[src/rtl/rr_stream_mux_if.sv]
// Stream bundle for rr_stream_mux: N_CH producer channels in, one registered consumer stream out.
// The packet-lock last signals exist only when RR_STREAM_MUX_LOCK_EN is defined.
interface rr_stream_mux_if #(
    parameter int unsigned N_CH = 4,
    parameter int unsigned W    = 8
);
    localparam int unsigned CH_W = $clog2(N_CH);

    logic [N_CH-1:0]   in_valid;
    logic [N_CH*W-1:0] in_data;
    logic [N_CH-1:0]   in_ready;
    logic              out_valid;
    logic [W-1:0]      out_data;
    logic [CH_W-1:0]   out_ch;
    logic              out_ready;
`ifdef RR_STREAM_MUX_LOCK_EN
    logic [N_CH-1:0]   in_last;
    logic              out_last;

    // Producer/consumer side
    modport master (
        output in_valid, in_data, in_last, out_ready,
        input  in_ready, out_valid, out_data, out_ch, out_last
    );

    // Mux side
    modport slave (
        input  in_valid, in_data, in_last, out_ready,
        output in_ready, out_valid, out_data, out_ch, out_last
    );
`else
    // Producer/consumer side
    modport master (
        output in_valid, in_data, out_ready,
        input  in_ready, out_valid, out_data, out_ch
    );

    // Mux side
    modport slave (
        input  in_valid, in_data, out_ready,
        output in_ready, out_valid, out_data, out_ch
    );
`endif
endinterface

[src/rtl/rr_stream_mux.sv]
// N_CH-to-1 round-robin stream mux with a one-entry registered output stage.
// Optional packet lock (keeps the grant on one channel until its last beat) via RR_STREAM_MUX_LOCK_EN.
module rr_stream_mux #(
    parameter int unsigned N_CH = 4,
    parameter int unsigned W    = 8
) (
    input  logic          clk,
    input  logic          rst_n,
    rr_stream_mux_if.slave bus
);
    localparam int unsigned CH_W = $clog2(N_CH);

    logic [CH_W-1:0] rr_ptr;
    logic [CH_W-1:0] grant;
    logic [CH_W-1:0] cand;
    logic [CH_W-1:0] ptr_next;
    int unsigned     scan_idx;
    logic            grant_vld;
    logic            can_load;
    logic            accept;
    logic            last_beat;
    logic [N_CH-1:0] ready_c;
    logic [W-1:0]    chan_data [N_CH];

    logic            out_valid_q;
    logic [W-1:0]    out_data_q;
    logic [CH_W-1:0] out_ch_q;

`ifdef RR_STREAM_MUX_LOCK_EN
    typedef enum logic {ARB, LOCKED} state_t;
    state_t          state;
    logic [CH_W-1:0] lock_ch;
    logic            out_last_q;
`endif

    for (genvar i = 0; i < N_CH; i++) begin : g_split
        assign chan_data[i] = bus.in_data[i*W +: W];
    end

    // Fair grant: first valid channel at or after rr_ptr, wrapping modulo N_CH
    always_comb begin
        grant     = '0;
        grant_vld = 1'b0;
        cand      = '0;
        scan_idx  = 0;
        for (int unsigned k = 0; k < N_CH; k++) begin
            scan_idx = 32'(rr_ptr) + k;
            if (scan_idx >= N_CH) begin
                scan_idx = scan_idx - N_CH;
            end
            cand = CH_W'(scan_idx);
            if (!grant_vld && bus.in_valid[cand]) begin
                grant     = cand;
                grant_vld = 1'b1;
            end
        end
`ifdef RR_STREAM_MUX_LOCK_EN
        // Mid-packet the owning channel keeps the grant even while it idles
        if (state == LOCKED) begin
            grant     = lock_ch;
            grant_vld = 1'b1;
        end
`endif
    end

    assign can_load = !out_valid_q || bus.out_ready;
    assign accept   = rst_n && grant_vld && can_load && bus.in_valid[grant];
    assign ptr_next = (grant == CH_W'(N_CH - 1)) ? '0 : grant + CH_W'(1);

`ifdef RR_STREAM_MUX_LOCK_EN
    assign last_beat = bus.in_last[grant];
`else
    assign last_beat = 1'b1;
`endif

    always_comb begin
        ready_c = '0;
        if (rst_n && grant_vld) begin
            ready_c[grant] = can_load;
        end
    end

    assign bus.in_ready = ready_c;

    // Output register: load on input transfer, drain on output-only transfer
    always_ff @(posedge clk) begin
        if (!rst_n) begin
            out_valid_q <= 1'b0;
            out_data_q  <= '0;
            out_ch_q    <= '0;
        end else if (accept) begin
            out_valid_q <= 1'b1;
            out_data_q  <= chan_data[grant];
            out_ch_q    <= grant;
        end else if (out_valid_q && bus.out_ready) begin
            out_valid_q <= 1'b0;
        end
    end

    // Pointer moves only past a completed unit (single beat, or packet end under lock)
    always_ff @(posedge clk) begin
        if (!rst_n) begin
            rr_ptr <= '0;
        end else if (accept && last_beat) begin
            rr_ptr <= ptr_next;
        end
    end

`ifdef RR_STREAM_MUX_LOCK_EN
    always_ff @(posedge clk) begin
        if (!rst_n) begin
            state      <= ARB;
            lock_ch    <= '0;
            out_last_q <= 1'b0;
        end else begin
            if (accept) begin
                out_last_q <= last_beat;
            end
            case (state)
                ARB: begin
                    if (accept && !last_beat) begin
                        state   <= LOCKED;
                        lock_ch <= grant;
                    end
                end
                LOCKED: begin
                    if (accept && last_beat) begin
                        state <= ARB;
                    end
                end
                default: state <= ARB;
            endcase
        end
    end

    assign bus.out_last = out_last_q;
`endif

    assign bus.out_valid = out_valid_q;
    assign bus.out_data  = out_data_q;
    assign bus.out_ch    = out_ch_q;
endmodule

[src/flat_wrapper.sv]
// flat-port wrapper written by rule: the top's interface ports become plain ports
module rr_stream_mux_flat 
#(
    parameter int unsigned N_CH = 4,
    parameter int unsigned W    = 8
)
  (clk, rst_n, bus_in_valid, bus_in_data, bus_out_ready, bus_in_ready, bus_out_valid, bus_out_data, bus_out_ch);
  rr_stream_mux_if #(.N_CH(N_CH), .W(W)) bus_i ();
  input  logic clk;
  input  logic rst_n;
  input wire logic [$bits(bus_i.in_valid)-1:0] bus_in_valid;
  input wire logic [$bits(bus_i.in_data)-1:0] bus_in_data;
  input wire logic [$bits(bus_i.out_ready)-1:0] bus_out_ready;
  output wire logic [$bits(bus_i.in_ready)-1:0] bus_in_ready;
  output wire logic [$bits(bus_i.out_valid)-1:0] bus_out_valid;
  output wire logic [$bits(bus_i.out_data)-1:0] bus_out_data;
  output wire logic [$bits(bus_i.out_ch)-1:0] bus_out_ch;
  assign bus_i.in_valid = bus_in_valid;
  assign bus_i.in_data = bus_in_data;
  assign bus_i.out_ready = bus_out_ready;
  assign bus_in_ready = bus_i.in_ready;
  assign bus_out_valid = bus_i.out_valid;
  assign bus_out_data = bus_i.out_data;
  assign bus_out_ch = bus_i.out_ch;
  rr_stream_mux #(.N_CH(N_CH), .W(W)) u_core (.clk(clk), .rst_n(rst_n), .bus(bus_i));
endmodule
[config.mk]
export PLATFORM = sky130hd
export DESIGN_NAME = rr_stream_mux_flat
export DESIGN_NICKNAME = d
export VERILOG_FILES = /design/src/rtl/rr_stream_mux_if.sv /design/src/rtl/rr_stream_mux.sv /design/src/flat_wrapper.sv
export SDC_FILE = /design/constraint.sdc
export NUM_CORES = 1
export LEC_CHECK = 0
export CAP_MARGIN = 0
export CORE_ASPECT_RATIO = 0.9
export CORE_UTILIZATION = 40
export DETAILED_ROUTE_END_ITERATION = 12
export DONT_BUFFER_PORTS = 1
export SYNTH_ARGS = -nofsm -noshare
export SYNTH_HDL_FRONTEND = slang
export SYNTH_SLANG_ARGS = --single-unit
[constraint.sdc]
create_clock -name clk -period 4.34 [get_ports clk]
set_input_delay 0.651 -clock clk [delete_from_list [all_inputs] [get_ports clk]]
set_output_delay 0.651 -clock clk [all_outputs]
set_load 0.02 [all_outputs]
==> results.md, run 1 <==
* Num Clock Sinks at 13
* Tot GR Track Use at between 15 and 20%
* Stages on the worst setup path at 7
* Worst-path maximum fanout at 12
* First-pass GRT wire length at 2760 um
* Number of I/O port buffers at 0
* Floorplan row count at 15
* Via count normalized by instance count at just under 6
* Worst reg2reg setup slack at between 2 and 2.5 ns
* WP data required at 3.69 ns
* Part of the cycle the worst path needs at a little under two thirds
* Pin count of the biggest net entering global routing at 14
* Min-Delay Startpoint: rst_n
* Worst min-delay path category: input port to register
* Type of origin of the critical path: register
* Detailed-router iteration count before antenna repair at 5
* CP bufs+invs at 2
* Cell internal power dissipation at a little over 0.0002 W
* Final-layout setup total negative slack at 0 ns
* RR Endpoint: u_core.rr_ptr[1]
* Leading cell type in the layout, fill and taps excluded: sky130_fd_sc_hd__mux2i_1
* Buffers inserted by post-CTS timing repair at 0
* HPWL after detailed placement at ~1400 um
* Final count of negative-setup-slack endpoints at 0
* Hold Path Sink: u_core.bus.out_ch[0]
* Std-Cell Core Area at about 0.0020 mm2
* Fraction of the yosys area taken by sequential cells at 30.3%
* Worst R2R Start: u_core.rr_ptr[0]
* Routed WL at around 1800 um
* Critical Setup Path Class: register to primary output
* Synthesized flop and latch total at 13
* Number of hold buffers added after CTS at 0
* Worst-path cell with the longest stage delay: sky130_fd_sc_hd__a211o_1
* Clock buffers created by TritonCTS at 3
* Number of non-filler instances in the completed layout at ~120
* Die Span X at ~51 um
* Sequential Power Share at 50.9%
* Worst clock skew at about 0.0078 ns
* Portion of total power attributed to the clock network at roughly a quarter
* Worst Tran Pin Value at slightly below 0.5 ns
* Worst path top cell family by delay: compound AO/OA/AOI/OAI gates
* Cell chain of the critical path: nand2b_1 -> a21oi_1 -> a211o_1 -> buf_4 -> inv_1 -> ha_1 -> and2_1
* Warnings from Yosys at 0
* Ratio of cells with drive above 1 in the final layout at 9.78%
* Pins over their slew limit at 0
* Quantity of gates resized following cts at 0
* TritonCTS clock tree: built
* Worst slack at placement at about 1.6 ns
* Average wire per standard cell at between 15 and 20 um
* CTS clock-pin slew for the worst setup and hold paths at 0.09 ns
* Synth Instances at 92
* Initial antenna violation count at 0
* Min-Delay Path Depth at 1
* Placed instance count at around 110
* Timing-limited maximum frequency at around 0.36 GHz
* Leftover overflow at the end of global routing at 0
* Root Buffer: sky130_fd_sc_hd__clkbuf_4
* Area of the die at about 0.0023 mm2
* Pwr per Cell Area at approximately 370 mW/mm2
* Synthesized area per cell at between 9 and 10 um2
* Cell area after synthesis at 860 um2
* Synthesized net count at 135
* Clock network latency to the later pin of the worst-skew pair at 0.28 ns
* Number of nets with antenna violations after detailed routing at 0
* Top Ports at 54
* Hold Vio Cnt, Final at 0
* Power spent charging and discharging nets at about 0.00012 W
* Via count at 691
* Peak supply drop at around 0.19 mV
* Crit-path max cell delay at about 0.38 ns
* Area growth from synthesis to final layout at 1.46%
* Signal arrival time at the worst endpoint at approximately 2.1 ns
* Unrepaired setup endpoints after global routing: false
* Fin worst setup slack at roughly 1.6 ns
* Comb power frac at approximately 25%
* Number of distinct library cells after synthesis at 25
* DR iter-0 viols at 7
* Antenna Cells at 0
* Outcome: finished clean
* Category of the worst setup path capture point: primary output
* Drc violations at 0
* Starting density of the core at 43.6%
* Final critical-path required period at 2.76 ns
* Die Y at roughly 46 um
* Net count, final at ~140
* Depth of the most critical reg-to-reg path at 8
* Remaining max-slew budget at the tightest pin at 67.3%
* Sw frac at between 30 and 40%
* Overall Power at approximately 0.00032 W
* Final GP Congestion at ~0.7
* H-Tree Depth at 1
* Static leakage power at slightly above 0.4 nW
* Reported max-cap violation count at 0
* Clock Path Buffers at 2
* Via count of the first global-routing pass at around 630
* Most frequent cells in the layout: sky130_fd_sc_hd__mux2i_1, sky130_fd_sc_hd__dfxtp_1, sky130_fd_sc_hd__nand3_1
[cell usage after synthesis]
library cell / count / area (um2)
sky130_fd_sc_hd__buf_12: 1 / 20.0
sky130_fd_sc_hd__clkbuf_1: 1 / 3.75
sky130_fd_sc_hd__nand2_1: 4 / 15.0
sky130_fd_sc_hd__dfxtp_1: 13 / 260
sky130_fd_sc_hd__or3_4: 1 / 11.3
sky130_fd_sc_hd__o21ai_0: 2 / 10.0
sky130_fd_sc_hd__a41oi_1: 1 / 8.76
sky130_fd_sc_hd__o221ai_2: 1 / 15.0
sky130_fd_sc_hd__nor2_1: 2 / 7.51
sky130_fd_sc_hd__and3_1: 1 / 6.26
sky130_fd_sc_hd__and2_1: 5 / 31.3
sky130_fd_sc_hd__o221ai_1: 7 / 61.3
sky130_fd_sc_hd__or4_1: 1 / 7.51
sky130_fd_sc_hd__buf_6: 2 / 22.5
sky130_fd_sc_hd__nand2b_1: 3 / 18.8
sky130_fd_sc_hd__buf_4: 1 / 7.51
sky130_fd_sc_hd__inv_1: 6 / 22.5
sky130_fd_sc_hd__nand3_1: 9 / 45.0
sky130_fd_sc_hd__nor3b_1: 1 / 7.51
sky130_fd_sc_hd__o22ai_1: 1 / 6.26
sky130_fd_sc_hd__ha_1: 4 / 50.1
sky130_fd_sc_hd__mux2i_1: 16 / 160
sky130_fd_sc_hd__a211o_1: 1 / 8.76
sky130_fd_sc_hd__nand2_4: 2 / 22.5
sky130_fd_sc_hd__a21oi_1: 6 / 30.0
[final cells by class]
cell class	instances	area, um2
fill	218	1100
clock buffer	3	22.5
clock inverter	1	5.00
tap	25	31.3
timing repair buffer	1	7.51
inverter	6	22.5
multi-input combinational	68	523
sequential	13	260
[flip-flops by register name (all words and copies together) (netlist names)]
signal,flops
u_core.bus.out_valid,1
u_core.rr_ptr,2
u_core.bus.out_data,8
u_core.bus.out_ch,2
[per-stage QoR]
stage               instance area, um2  hold WS, ns  util (%)
floorplan                          860        0.473         -
global placement                   845        0.496      42.9
detailed placement                 845        0.501      42.9
CTS                                872        0.483      44.3
global route                       872        0.500      44.3
finish                             872        0.489      44.3
[logic make-up (layout without fill, tap and decap cells)]
kind of cell,after synthesis,count (layout),synth area share [%]
adders and majority gates,4,4,5.82
buffers and inverters,11,11,8.88
DFF,13,13,30.3
AOI/OAI and AO/OA,19,19,16.3
muxes,16,16,18.6
and+or+nand+nor,29,29,20.1
[per-layer routing]
layer  up-vias  global-route usage [%]  share of wire (%)  routed length, um
met5         -                       0                  0                  0
met3         4                    4.00                7.0                128
met1       321                    18.0                 40                730
met4         0                    8.33                1.3                 24
met2        28                    29.9                 52                939
li1        338                       -                  -                  -
[power by group through the flow]
stage | Clock [W] | Combinational (W) | Sequential [W]
CTS | 0.0000793 | 0.0000840 | 0.000165
finish | 0.0000768 | 0.0000824 | 0.000165
global route | 0.0000835 | 0.0000929 | 0.000167
floorplan | 0 | 0.0000825 | 0.000164
detailed placement | 0 | 0.0000842 | 0.000168
global placement | 0 | 0.0000810 | 0.000167
[worst max-delay path by stage]
stage                           from              end  slack [ns]
global placement     bus_in_valid[1]  bus_in_ready[1]        1.61
detailed placement   bus_in_valid[1]  bus_in_ready[3]        1.57
CTS                 u_core.rr_ptr[0]  bus_in_ready[3]        1.55
floorplan            bus_in_valid[0]  bus_in_ready[3]        1.89
global route        u_core.rr_ptr[0]  bus_in_ready[3]        1.41
finish              u_core.rr_ptr[0]  bus_in_ready[3]        1.58
Power figures use the tool's default switching activity.
==> run 2: changes to the inputs <==
clock period = 2.4 ns   (was 4.34 ns; I/O delays follow)
==> run 2 against run 1 <==
Effect of this change:
- critical path depth decreased by 1
- via count down 1.7%
- critical endpoint is now bus_in_ready[2]
- utilization increased by 0.32 points
- combinational power up 86%
- sequential share of layout area fell by 0.21 points
- sequential power is 81% higher
- worst hold slack lost 0.27 ns
- first-iteration DRC count down 43%
- highest routed layer is now met3
- total power increased by 80%
- critical path type unchanged
- global-route usage is 0.17 points higher
- setup slack worse by 1.3 ns
==> results.md, run 2 (synthesized netlist as in run 1, its figures left out) <==
* Outcome: finished clean
* Net count, final at approximately 140
* Ratio of cells with drive above 1 in the final layout at under 10%
* Number of hold buffers added after CTS at 0
* Power spent charging and discharging nets at just over 0.0002 W
* Pin count of the biggest net entering global routing at 14
* Quantity of gates resized following cts at 0
* Clock Path Buffers at 2
* Routed WL at ~1800 um
* Final count of negative-setup-slack endpoints at 0
* Via count of the first global-routing pass at between 600 and 700
* DR iter-0 viols at 4
* Max FFs per register at 8
* Area growth from synthesis to final layout at 2.18%
* Cell internal power dissipation at between 0.0003 and 0.0004 W
* Portion of total power attributed to the clock network at between 20% and 30%
* Static leakage power at ~0.42 nW
* Leading cell type in the layout, fill and taps excluded: sky130_fd_sc_hd__mux2i_1
* CTS clock-pin slew for the worst setup and hold paths at around 0.07 ns
* Area of the die at between 0.002 and 0.0025 mm2
* Floorplan row count at 15
* Critical Setup Path Class: register to primary output
* Clock network latency to the later pin of the worst-skew pair at 0.27 ns
* Root Buffer: sky130_fd_sc_hd__clkbuf_4
* Antenna Cells at 0
* Final GP Congestion at 0.748
* Worst min-delay path category: input port to register
* Remaining max-slew budget at the tightest pin at around 70%
* TritonCTS clock tree: built
* Sequential Power Share at about half
* Part of the cycle the worst path needs at between 80% and 90%
* Number of fill cells at 210
* Sw frac at a little over a third
* Average wire per standard cell at around 15 um
* Number of I/O port buffers at 0
* Num Clock Sinks at 13
* Die Span X at 50.9 um
* Clock buffers created by TritonCTS at 3
* HPWL after detailed placement at roughly 1400 um
* Initial antenna violation count at 0
* Signal arrival time at the worst endpoint at around 1.8 ns
* Fin worst setup slack at 0.275 ns
* Final-layout setup total negative slack at 0 ns
* Unrepaired setup endpoints after global routing: false
* Timing-limited maximum frequency at between 0.4 and 0.5 GHz
* Worst slack at placement at about 0.55 ns
* Reported max-cap violation count at 0
* Most frequent cells in the layout: sky130_fd_sc_hd__mux2i_1, sky130_fd_sc_hd__dfxtp_1, sky130_fd_sc_hd__nand3_1
* Comb power frac at a little over a quarter
* Drc violations at 0
* Std-Cell Core Area at 0.00197 mm2
* Starting density of the core at a little over two fifths
* Hold Vio Cnt, Final at 0
* Buffers inserted by post-CTS timing repair at 0
* Via count at between 600 and 700
* H-Tree Depth at 1
* Worst Tran Pin Value at 0.443 ns
* WP data required at around 2.0 ns
* Via count normalized by instance count at roughly 5.8
* Area taken by multi-input logic gates at 523 um2
* Leftover overflow at the end of global routing at 0
* Category of the worst setup path capture point: primary output
* Worst-path maximum fanout at 5
* Tot GR Track Use at 16.6%
* Worst clock skew at 0.00878 ns
* Area taken by flip-flops and latches at between 200 and 300 um2
* Detailed-router iteration count before antenna repair at 4
* First-pass GRT wire length at approximately 2800 um
* Final critical-path required period at 2.13 ns
* Top Ports at 54
* Die Y at ~46 um
* Number of nets with antenna violations after detailed routing at 0
* Type of origin of the critical path: register
* Pins over their slew limit at 0
* Peak supply drop at approximately 0.34 mV
* Pwr per Cell Area at around 670 mW/mm2
==> run 2: power groups by stage <==
stage / clock (W) / combinational [W] / sequential [W]
6_report: 0.000133 / 0.000153 / 0.000298
3_3_place_gp: 0 / 0.000150 / 0.000302
2_1_floorplan: 0 / 0.000149 / 0.000297
3_5_place_dp: 0 / 0.000155 / 0.000304
4_1_cts: 0.000138 / 0.000155 / 0.000299
5_1_grt: 0.000151 / 0.000172 / 0.000302
==> run 2: metrics by stage <==
stage	area [um2]	util [%]	hold slack, ns	cells	power (W)
final	878	44.6	0.219	118	0.000584
after floorplan	860	-	0.473	92	0.000446
after global routing	878	44.6	0.205	118	0.000625
after CTS	878	44.6	0.209	118	0.000592
after global placement	852	43.2	0.487	114	0.000453
after detailed placement	852	43.2	0.501	114	0.000459
==> run 2: area by class of cell <==
cell class | instances | share of cell area, %
clock buffer | 4 | 2.99
inverter | 6 | 2.56
multi-input combinational | 68 | 59.5
sequential | 13 | 29.6
tap | 25 | 3.56
timing repair buffer | 2 | 1.71
==> run 2: path summary, 6_finish.rpt <==
check | from | endpoint | slack (ns) | cells past startpoint
worst max register to register | u_core.rr_ptr[0] | u_core.bus.out_data[4] | 0.74 | 7
worst min-delay path | rst_n | u_core.bus.out_ch[0] | 0.22 | 1
worst max-delay path | u_core.rr_ptr[1] | bus_in_ready[2] | 0.27 | 6
worst min register to register | u_core.rr_ptr[1] | u_core.rr_ptr[1] | 0.52 | 2
==> run 2: per-layer routing <==
metal | track usage, % | up-vias | part of all wire [%]
li1 | - | 343 | -
met1 | 18.7 | 311 | 42
met2 | 29.6 | 25 | 50
met3 | 6.00 | 0 | 8.1
met4 | 5.00 | 0 | 0
met5 | 0 | - | 0
==> run 2: critical path: stages, from the launching register on <==
cell                      delay [ns]
sky130_fd_sc_hd__dfxtp_1        0.35
sky130_fd_sc_hd__a21oi_1        0.14
sky130_fd_sc_hd__nor3b_1        0.06
sky130_fd_sc_hd__or3_4          0.42
sky130_fd_sc_hd__inv_1          0.14
sky130_fd_sc_hd__ha_1           0.15
sky130_fd_sc_hd__and2_1         0.23
